## src/rtl/pipe_controller_ext_pkg.sv

```systemverilog
// rtl/pipe_controller_ext_pkg.sv - shared ALU, DP opcode, condition and flag constants for the pipe controller
package pipe_controller_ext_pkg;

    typedef enum logic [2:0] {
        ALU_ADD = 3'b000,
        ALU_SUB = 3'b001,
        ALU_AND = 3'b010,
        ALU_ORR = 3'b011,
        ALU_EOR = 3'b100,
        ALU_MOV = 3'b101
    } aluOpT;

    localparam logic [1:0] OP_DP  = 2'b00;
    localparam logic [1:0] OP_MEM = 2'b01;
    localparam logic [1:0] OP_BR  = 2'b10;

    localparam logic [3:0] DP_AND = 4'h0;
    localparam logic [3:0] DP_EOR = 4'h1;
    localparam logic [3:0] DP_SUB = 4'h2;
    localparam logic [3:0] DP_ADD = 4'h4;
    localparam logic [3:0] DP_TST = 4'h8;
    localparam logic [3:0] DP_CMP = 4'hA;
    localparam logic [3:0] DP_ORR = 4'hC;
    localparam logic [3:0] DP_MOV = 4'hD;

    localparam logic [3:0] COND_EQ = 4'h0;
    localparam logic [3:0] COND_NE = 4'h1;
    localparam logic [3:0] COND_CS = 4'h2;
    localparam logic [3:0] COND_CC = 4'h3;
    localparam logic [3:0] COND_MI = 4'h4;
    localparam logic [3:0] COND_PL = 4'h5;
    localparam logic [3:0] COND_VS = 4'h6;
    localparam logic [3:0] COND_VC = 4'h7;
    localparam logic [3:0] COND_HI = 4'h8;
    localparam logic [3:0] COND_LS = 4'h9;
    localparam logic [3:0] COND_GE = 4'hA;
    localparam logic [3:0] COND_LT = 4'hB;
    localparam logic [3:0] COND_GT = 4'hC;
    localparam logic [3:0] COND_LE = 4'hD;
    localparam logic [3:0] COND_AL = 4'hE;

    localparam int FLAG_N = 3;
    localparam int FLAG_Z = 2;
    localparam int FLAG_C = 1;
    localparam int FLAG_V = 0;

endpackage

```

## src/rtl/pipe_controller_ext_cond.sv

```systemverilog
// rtl/pipe_controller_ext_cond.sv - condition evaluation and per-field NZCV next-value selection
module pipe_controller_ext_cond
    import pipe_controller_ext_pkg::*;
(
    input  logic [3:0] cond,
    input  logic [3:0] flags,
    input  logic [3:0] aluFlags,
    input  logic [1:0] flagWrite,
    output logic       condEx,
    output logic [3:0] flagsNext
);

    logic n, z, c, v;

    assign n = flags[FLAG_N];
    assign z = flags[FLAG_Z];
    assign c = flags[FLAG_C];
    assign v = flags[FLAG_V];

    always_comb begin
        condEx = 1'b0;
        case (cond)
            COND_EQ: condEx = z;
            COND_NE: condEx = ~z;
            COND_CS: condEx = c;
            COND_CC: condEx = ~c;
            COND_MI: condEx = n;
            COND_PL: condEx = ~n;
            COND_VS: condEx = v;
            COND_VC: condEx = ~v;
            COND_HI: condEx = c & ~z;
            COND_LS: condEx = ~c | z;
            COND_GE: condEx = (n == v);
            COND_LT: condEx = (n != v);
            COND_GT: condEx = ~z & (n == v);
            COND_LE: condEx = z | (n != v);
            COND_AL: condEx = 1'b1;
            default: condEx = 1'b0;
        endcase
    end

    // N,Z follow flagWrite[1]; C,V follow flagWrite[0]
    assign flagsNext[3:2] = (condEx & flagWrite[1]) ? aluFlags[3:2] : flags[3:2];
    assign flagsNext[1:0] = (condEx & flagWrite[0]) ? aluFlags[1:0] : flags[1:0];

endmodule

```

## src/rtl/pipe_controller_ext.sv

```systemverilog
// rtl/pipe_controller_ext.sv - decode plus E/M/W control pipeline with private NZCV register
module pipe_controller_ext
    import pipe_controller_ext_pkg::*;
#(
    parameter int EXT_ALU    = 1,
    parameter int ALU_CTRL_W = 3,
    parameter int NUM_FLAGS  = 4
) (
    input  logic                  clk,
    input  logic                  reset,
    input  logic [31:12]          InstrD,
    input  logic [NUM_FLAGS-1:0]  ALUFlagsE,
    input  logic                  StallE,
    input  logic                  FlushE,
    output logic [1:0]            RegSrcD,
    output logic [1:0]            ImmSrcD,
    output logic [ALU_CTRL_W-1:0] ALUControlE,
    output logic                  ALUSrcE,
    output logic                  MemtoRegE,
    output logic                  BranchTakenE,
    output logic                  RegWriteM,
    output logic                  MemWriteM,
    output logic                  RegWriteW,
    output logic                  MemtoRegW,
    output logic                  PCSrcW,
    output logic                  PCWrPendingF,
    output logic [NUM_FLAGS-1:0]  FlagsE
);

    aluOpT      aluCode;
    logic       aluSrcD, regWriteD, memWriteD, memtoRegD, branchD, pcSrcD;
    logic [1:0] flagWriteD;
    logic       opKnown, isCompare, isArith, sBit;
    logic       unusedRn;

    logic       branchE, memWriteE, regWriteE, pcSrcE, condExE;
    logic [1:0] flagWriteE;
    logic [3:0] condE;
    logic [NUM_FLAGS-1:0] flagsNext;

    logic       memtoRegM, pcSrcM;

    assign unusedRn = ^InstrD[19:16];

    always_comb begin
        RegSrcD    = 2'b00;
        ImmSrcD    = 2'b00;
        aluCode    = ALU_ADD;
        aluSrcD    = 1'b0;
        regWriteD  = 1'b0;
        memWriteD  = 1'b0;
        memtoRegD  = 1'b0;
        branchD    = 1'b0;
        flagWriteD = 2'b00;
        opKnown    = 1'b0;
        isCompare  = 1'b0;
        isArith    = 1'b0;
        sBit       = 1'b0;
        case (InstrD[27:26])
            OP_DP: begin
                aluSrcD = InstrD[25];
                case (InstrD[24:21])
                    DP_ADD: begin aluCode = ALU_ADD; opKnown = 1'b1; isArith = 1'b1; end
                    DP_SUB: begin aluCode = ALU_SUB; opKnown = 1'b1; isArith = 1'b1; end
                    DP_AND: begin aluCode = ALU_AND; opKnown = 1'b1; end
                    DP_ORR: begin aluCode = ALU_ORR; opKnown = 1'b1; end
                    DP_EOR: if (EXT_ALU != 0) begin aluCode = ALU_EOR; opKnown = 1'b1; end
                    DP_MOV: if (EXT_ALU != 0) begin aluCode = ALU_MOV; opKnown = 1'b1; end
                    DP_CMP: if (EXT_ALU != 0) begin
                        aluCode = ALU_SUB; opKnown = 1'b1; isArith = 1'b1; isCompare = 1'b1;
                    end
                    DP_TST: if (EXT_ALU != 0) begin
                        aluCode = ALU_AND; opKnown = 1'b1; isCompare = 1'b1;
                    end
                    default: ;
                endcase
                // compares carry an implied S bit and never write a register
                sBit       = InstrD[20] | isCompare;
                regWriteD  = opKnown & ~isCompare;
                flagWriteD = opKnown ? {sBit, sBit & isArith} : 2'b00;
            end
            OP_MEM: begin
                aluSrcD = 1'b1;
                ImmSrcD = 2'b01;
                if (InstrD[20]) begin
                    regWriteD = 1'b1;
                    memtoRegD = 1'b1;
                end else begin
                    memWriteD = 1'b1;
                    RegSrcD   = 2'b10;
                end
            end
            OP_BR: begin
                RegSrcD = 2'b01;
                ImmSrcD = 2'b10;
                aluSrcD = 1'b1;
                branchD = 1'b1;
            end
            default: ;
        endcase
    end

    assign pcSrcD = ((InstrD[15:12] == 4'hF) & regWriteD) | branchD;

    always_ff @(posedge clk) begin
        if (reset) begin
            branchE     <= 1'b0;
            memWriteE   <= 1'b0;
            regWriteE   <= 1'b0;
            pcSrcE      <= 1'b0;
            MemtoRegE   <= 1'b0;
            flagWriteE  <= 2'b00;
            ALUSrcE     <= 1'b0;
            ALUControlE <= '0;
            condE       <= 4'h0;
        end else begin
            if (FlushE) begin
                branchE    <= 1'b0;
                memWriteE  <= 1'b0;
                regWriteE  <= 1'b0;
                pcSrcE     <= 1'b0;
                MemtoRegE  <= 1'b0;
                flagWriteE <= 2'b00;
            end else if (!StallE) begin
                branchE    <= branchD;
                memWriteE  <= memWriteD;
                regWriteE  <= regWriteD;
                pcSrcE     <= pcSrcD;
                MemtoRegE  <= memtoRegD;
                flagWriteE <= flagWriteD;
            end
            // datapath selects survive a flush; the cleared writes make them harmless
            if (!StallE) begin
                ALUSrcE     <= aluSrcD;
                ALUControlE <= ALU_CTRL_W'(aluCode);
                condE       <= InstrD[31:28];
            end
        end
    end

    pipe_controller_ext_cond u_cond (
        .cond      (condE),
        .flags     (FlagsE),
        .aluFlags  (ALUFlagsE),
        .flagWrite (flagWriteE & {2{~StallE}}),
        .condEx    (condExE),
        .flagsNext (flagsNext)
    );

    always_ff @(posedge clk) begin
        if (reset) FlagsE <= '0;
        else       FlagsE <= flagsNext;
    end

    assign BranchTakenE = branchE & condExE;

    always_ff @(posedge clk) begin
        if (reset || StallE) begin
            RegWriteM <= 1'b0;
            MemWriteM <= 1'b0;
            memtoRegM <= 1'b0;
            pcSrcM    <= 1'b0;
        end else begin
            RegWriteM <= regWriteE & condExE;
            MemWriteM <= memWriteE & condExE;
            memtoRegM <= MemtoRegE;
            pcSrcM    <= pcSrcE & condExE;
        end
    end

    always_ff @(posedge clk) begin
        if (reset) begin
            RegWriteW <= 1'b0;
            MemtoRegW <= 1'b0;
            PCSrcW    <= 1'b0;
        end else begin
            RegWriteW <= RegWriteM;
            MemtoRegW <= memtoRegM;
            PCSrcW    <= pcSrcM;
        end
    end

    assign PCWrPendingF = pcSrcD | pcSrcE | pcSrcM;

endmodule

```

## config.mk

```make
export PLATFORM = sky130hd
export DESIGN_NAME = pipe_controller_ext
export DESIGN_NICKNAME = d
export VERILOG_FILES = /design/src/rtl/pipe_controller_ext_pkg.sv /design/src/rtl/pipe_controller_ext_cond.sv /design/src/rtl/pipe_controller_ext.sv
export SDC_FILE = /design/constraint.sdc
export NUM_CORES = 1
export LEC_CHECK = 0
export ABC_AREA = 1
export CORE_MARGIN = 1.5
export CORE_UTILIZATION = 42
export DETAILED_ROUTE_END_ITERATION = 16
export GPL_ROUTABILITY_DRIVEN = 0
export PLACE_DENSITY = 0.81
export SYNTH_ARGS = -nofsm -noshare
export SYNTH_HDL_FRONTEND = slang
export SYNTH_SLANG_ARGS = --single-unit
```

## constraint.sdc

```tcl
create_clock -name clk -period 4 [get_ports clk]
set_clock_uncertainty 0.2 [all_clocks]
set_input_delay 0.4 -clock clk [delete_from_list [all_inputs] [get_ports clk]]
set_output_delay 0.4 -clock clk [all_outputs]
set_load 0.01 [all_outputs]
```

==> out/metrics.cfg, run 1 <==
[sta]
rsz0062_at_grt=false
min_period_over_period_pct=69.8
period_minus_slack_ns=2.79
tns_ns=0
finalSetupViolations=0
relSlewSlack_pct=51.1
slew_violations=0
worstMarginPinSlew_ns=0.732
finalHoldViolCount=0
fmax_mhz=358

[finish]
multiInputGateArea_um2=656
fin_nets=278
area_growth_pct=35.6
fillers=298
final_cells=288
final_cell_area_mm2=0.00185
diodes=0
drive_above_1_share_pct=3.28
final-seq-area_um2=520
post-route-util_pct=60.0

[setup_path]
cp.required_ns=3.40
start_kind=input port
critPathArrivalTime_ns=2.19
worst-path-max-fanout=5
critPathKind=input port to primary output
critPathCaptureType=primary output

[floorplan]
die_w_um=59.9
num_rows=20
start_util_pct=44.2
die_area_mm2=0.00359
die_h_um=59.9
num_io_pins=48
core_area_mm2=0.00308

[clock_tree]
clock_sinks=26
post_cts_buffers=0
clk_latency_ns=0.31
cts_resized=0
ctsHoldBuffers=0
h-tree-depth=1
clkTransAtPathRegs_ns=0.13
numCtsBuffers=3
cts_tree=built
clockBufferDepth=2
clock-root-buffer=clkbuf_4

[power]
power_uw=537
p_leak_nw=0.824
cellPowerDensity_mw_per_mm2=291
vdd_drop_max_v=0.000153

[logic_synthesis]
syn_avg_cell_area_um2=6.64
yosys_register_bits=26
synth_area_mm2=0.00136
yosysSeqAreaShare_pct=38.2
yosysWarnings=0
syn-instance-count=205
synth_cell_types=22
syn_nets=238

[drt]
totalWireLength_um=2770
dr.first_iter.drc_count=38
ant_nets=0
drc=0
routedWlPerCell_um=9.60
vias=1323
viasPerCell=4.59
drt_pre_antenna_iters=4

[global_routing]
grt-ovfl-total=0
grt_usage_pct=17.0
grt_pass1_wl_um=4690
grt_start_max_net_pins=24
antenna_found_initial=0
grt_pass1_vias=1142

[status]
status=completed

[placed_design]
port_buffers=43
placed_cell_area_mm2=0.00179
placedCellCount=284
dp_hpwl_um=2230

[worst_hold_path]
hp-class=register to register

[job]
drv_cap=0

-- cell usage in the layout, fill, tap and decap left out, drive strengths merged --
cell           synthesis  routed
clkdlybuf4s50          0      43
nand2                 41      41
inv                   35      35
nor2                  29      29
dfxtp                 26      26
nand3                 23      23
a21oi                 19      19
o21ai                 11      11
ha                     5       5
nor3                   3       3
clkbuf                 2       3
nand3b                 1       1
and3                   1       1
o211ai                 1       1
o211a                  1       1
a211oi                 1       1
bufinv                 0       1
-- final cells by class --
cell class                      count  area share (%)
Sequential cell                    26            28.2
Clock buffer                        3            1.22
Tap cell                           44            2.98
Multi-Input combinational cell    136            35.5
Inverter                           35            7.12
Clock inverter                      1            1.63
Timing Repair Buffer               43            23.3
-- routing by layer --
layer | routed length (um) | vias to the layer above | share of wire (%) | global-route usage [%]
li1 | - | 721 | - | -
met5 | 0 | - | 0 | 0
met2 | 1390 | 26 | 50 | 29.8
met1 | 1240 | 574 | 45 | 20.3
met3 | 115 | 2 | 4.2 | 3.03
met4 | 21 | 0 | 0.76 | 6.67
-- worst paths after layout --
kind	to	slack [ns]	startpoint	cells past startpoint
min	MemtoRegW	0.22	memtoRegM	2
min reg2reg	MemtoRegW	0.22	memtoRegM	2
max	PCWrPendingF	1.21	InstrD[24]	10
max reg2reg	FlagsE[0]	2.31	condE[0]	9
-- flip-flops by register name, indices dropped and copies added (netlist names) --
| register | cells |
|---|---|
| MemtoRegE | 1 |
| FlagsE | 4 |
| MemWriteM | 1 |
| RegWriteM | 1 |
| MemtoRegW | 1 |
| regWriteE | 1 |
| flagWriteE | 2 |
| pcSrcE | 1 |
| memWriteE | 1 |
| PCSrcW | 1 |
| RegWriteW | 1 |
| pcSrcM | 1 |
| ALUSrcE | 1 |
| memtoRegM | 1 |
| condE | 4 |
| branchE | 1 |
| ALUControlE | 3 |
-- through the flow --
step | setup slack (ns) | hold WS, ns
2_1_floorplan | 2.23 | 0.188
3_3_place_gp | 1.22 | 0.195
3_5_place_dp | 1.22 | 0.204
4_1_cts | 1.20 | 0.223
5_1_grt | 1.07 | 0.242
6_report | 1.21 | 0.221
-- cell usage after synthesis, drive strengths merged --
cell,number,area share (%)
o21ai,11,4.0
o211ai,1,0.55
buf,6,3.4
dfxtp,26,38
a211oi,1,0.55
nor3,3,1.1
nand3,23,8.8
clkbuf,2,0.55
and3,1,0.46
o211a,1,0.74
nor2,29,8.0
nand3b,1,0.55
ha,5,4.6
inv,35,9.7
nand2,41,11
a21oi,19,7.3
-- power breakdown --
| group | internal [mW] | switching, mW |
|---|---|---|
| combinational | 0.0441 | 0.0452 |
| sequential | 0.266 | 0.00606 |
| clock | 0.101 | 0.0748 |
| total | 0.411 | 0.126 |
-- kinds of logic (layout without fill, tap and decap cells) --
logic type | count (synthesis) | after routing | synth area share [%]
buffers and inverters | 43 | 82 | 13.6
and+or+nand+nor | 98 | 98 | 30.4
adders and majority gates | 5 | 5 | 4.60
AOI/OAI and AO/OA | 33 | 33 | 13.1
DFF | 26 | 26 | 38.2
-- critical path, cell delays in order --
cell	delay (ns)
clkdlybuf4s50_1	0.53
nand2_1	0.08
inv_1	0.05
o21ai_0	0.09
nand2_1	0.10
nand3_1	0.09
o21ai_0	0.10
nand3_1	0.12
nand2_1	0.08
clkdlybuf4s50_1	0.53
No activity file was read; power rests on OpenSTA's default activity.
==> run 2, diff against run 1 <==
clock period = 2.6 ns   (was 4 ns; I/O delays follow)
==> out/metrics.cfg, run 2 (synthesis results as in run 1) <==
[power]
seqPwrFrac_pct=57.7
vdd_drop_max_v=0.000220
p_switching_uw=192
p_leak_nw=0.829
power.share.clock_pct=22.5
p_comb_share_pct=19.9
p_int_uw=535
netSwitchingFraction_pct=26.4
power_uw=727
cellPowerDensity_mw_per_mm2=396

[sta]
finalSetupViolations=0
rsz0062_at_grt=false
period_minus_slack_ns=2.46
relSlewSlack_pct=64.8
final.setup.worst_slack_ns=0.140
worstMarginPinSlew_ns=0.526
fmax_mhz=406
finalHoldViolCount=0
min_period_over_period_pct=94.6
fin_hold_ws_ns=0.186
tns_ns=0
slew_violations=0

[floorplan]
num_io_pins=48
die_area_mm2=0.00359
die_h_um=59.9
die_w_um=59.9
core_area_mm2=0.00308
start_util_pct=44.2
num_rows=20

[global_routing]
antenna_found_initial=0
use_met2_pct=31.4
grt_start_max_net_pins=16
met3_usage_pct=2.60
grt-busiest-layer=met2
use_met1_pct=20.5
grt-ovfl-total=0
grt_usage_pct=17.2
grt_pass1_vias=1174
grt_pass1_wl_um=4810

[drt]
vias=1360
routedWlPerCell_um=9.94
drt_pre_antenna_iters=4
ant_nets=0
drc=0
dr.first_iter.drc_count=51
viasPerCell=4.71
totalWireLength_um=2870

[finish]
final_cell_area_mm2=0.00184
final_cell_mix=42 x clkdlybuf4s50_1, 40 x nand2_1, 34 x inv_1
reg.largest.list=FlagsE x4, condE x4, ALUControlE x3
layout_commonest_cell=clkdlybuf4s50_1
post-route-util_pct=59.7
diodes=0
final_cells=289
fin_nets=280
drive_above_1_share_pct=4.49
area_growth_pct=34.9

[setup_path]
cp_cell_sequence=clkdlybuf4s50_1, nand2_1, inv_1, o21ai_0, nand2_1, nand3_1, o21ai_0, nand3_1, nand2_1, clkdlybuf4s50_1
cp.required_ns=2.14
worst-path-max-fanout=4
worstReg2RegEnd=FlagsE[3]
critPathKind=input port to primary output
start_kind=input port
critPathArrivalTime_ns=2.00
timing.critical_path.mode_cell=nand2_1
rr_startpoint=condE[0]
critPathCaptureType=primary output
crit_slowest_cell=clkdlybuf4s50_1
cpPeakStageDelay_ns=0.53
reg2reg_slack_ns=0.90
reg2reg_depth=10

[clock_tree]
ctsHoldBuffers=0
clk_latency_ns=0.31
clockBufferDepth=2
cts_tree=built
post_cts_buffers=0
clock_sinks=26
clock-root-buffer=clkbuf_4
h-tree-depth=1
clkTransAtPathRegs_ns=0.13
numCtsBuffers=3
cts_resized=0

[worst_hold_path]
hp-class=input port to register
min_to=ALUControlE[1]
hp-start=InstrD[24]
hold-path-cell-count=3

[placed_design]
dp_slack_ns=0.110
placed_cell_area_mm2=0.00181
placedCellCount=286
port_buffers=43
dp_hpwl_um=2380

[status]
status=completed

[job]
drv_cap=0

run 2: critical path, delay by kind of cell:
family | cells | cell delay, ns
compound gates | 2 | 0.18
simple gates | 5 | 0.45
buf+inv | 3 | 1.10
run 2: cell type report:
type                       instances  area, um2
inverter                          35        131
timing repair buffer              45        448
tap                               44       55.1
fill                             295       1240
clock buffer                       3       22.5
sequential                        26        522
multi-input combinational        136        658
run 2: power groups by stage:
stage	Clock [mW]	Combinational, mW	Sequential, mW
2_1_floorplan	0	0.0814	0.425
3_3_place_gp	0	0.142	0.427
3_5_place_dp	0	0.144	0.427
4_1_cts	0.168	0.145	0.419
5_1_grt	0.186	0.161	0.421
6_report	0.163	0.144	0.419
run 2: worst max-delay path by stage:
stage | slack [ns] | cells past startpoint | endpoint | from
4_1_cts | 0.1 | 10 | PCWrPendingF | InstrD[24]
6_report | 0.14 | 10 | PCWrPendingF | InstrD[23]
3_3_place_gp | 0.11 | 10 | PCWrPendingF | InstrD[24]
3_5_place_dp | 0.11 | 10 | PCWrPendingF | InstrD[24]
5_1_grt | 0.02 | 10 | PCWrPendingF | InstrD[23]
2_1_floorplan | 0.97 | 10 | BranchTakenE | FlagsE[0]
run 2: metal layers:
layer	vias up	wire [um]
met2	35	1460
met1	598	1260
met5	-	0
met4	0	29
met3	2	125
li1	725	-
==> run 3, diff against run 2 <==
SLEW_MARGIN = 30   (was not set)
==> results of run 3 <==
Final layout, timing and power as in run 2 (identical DEF).
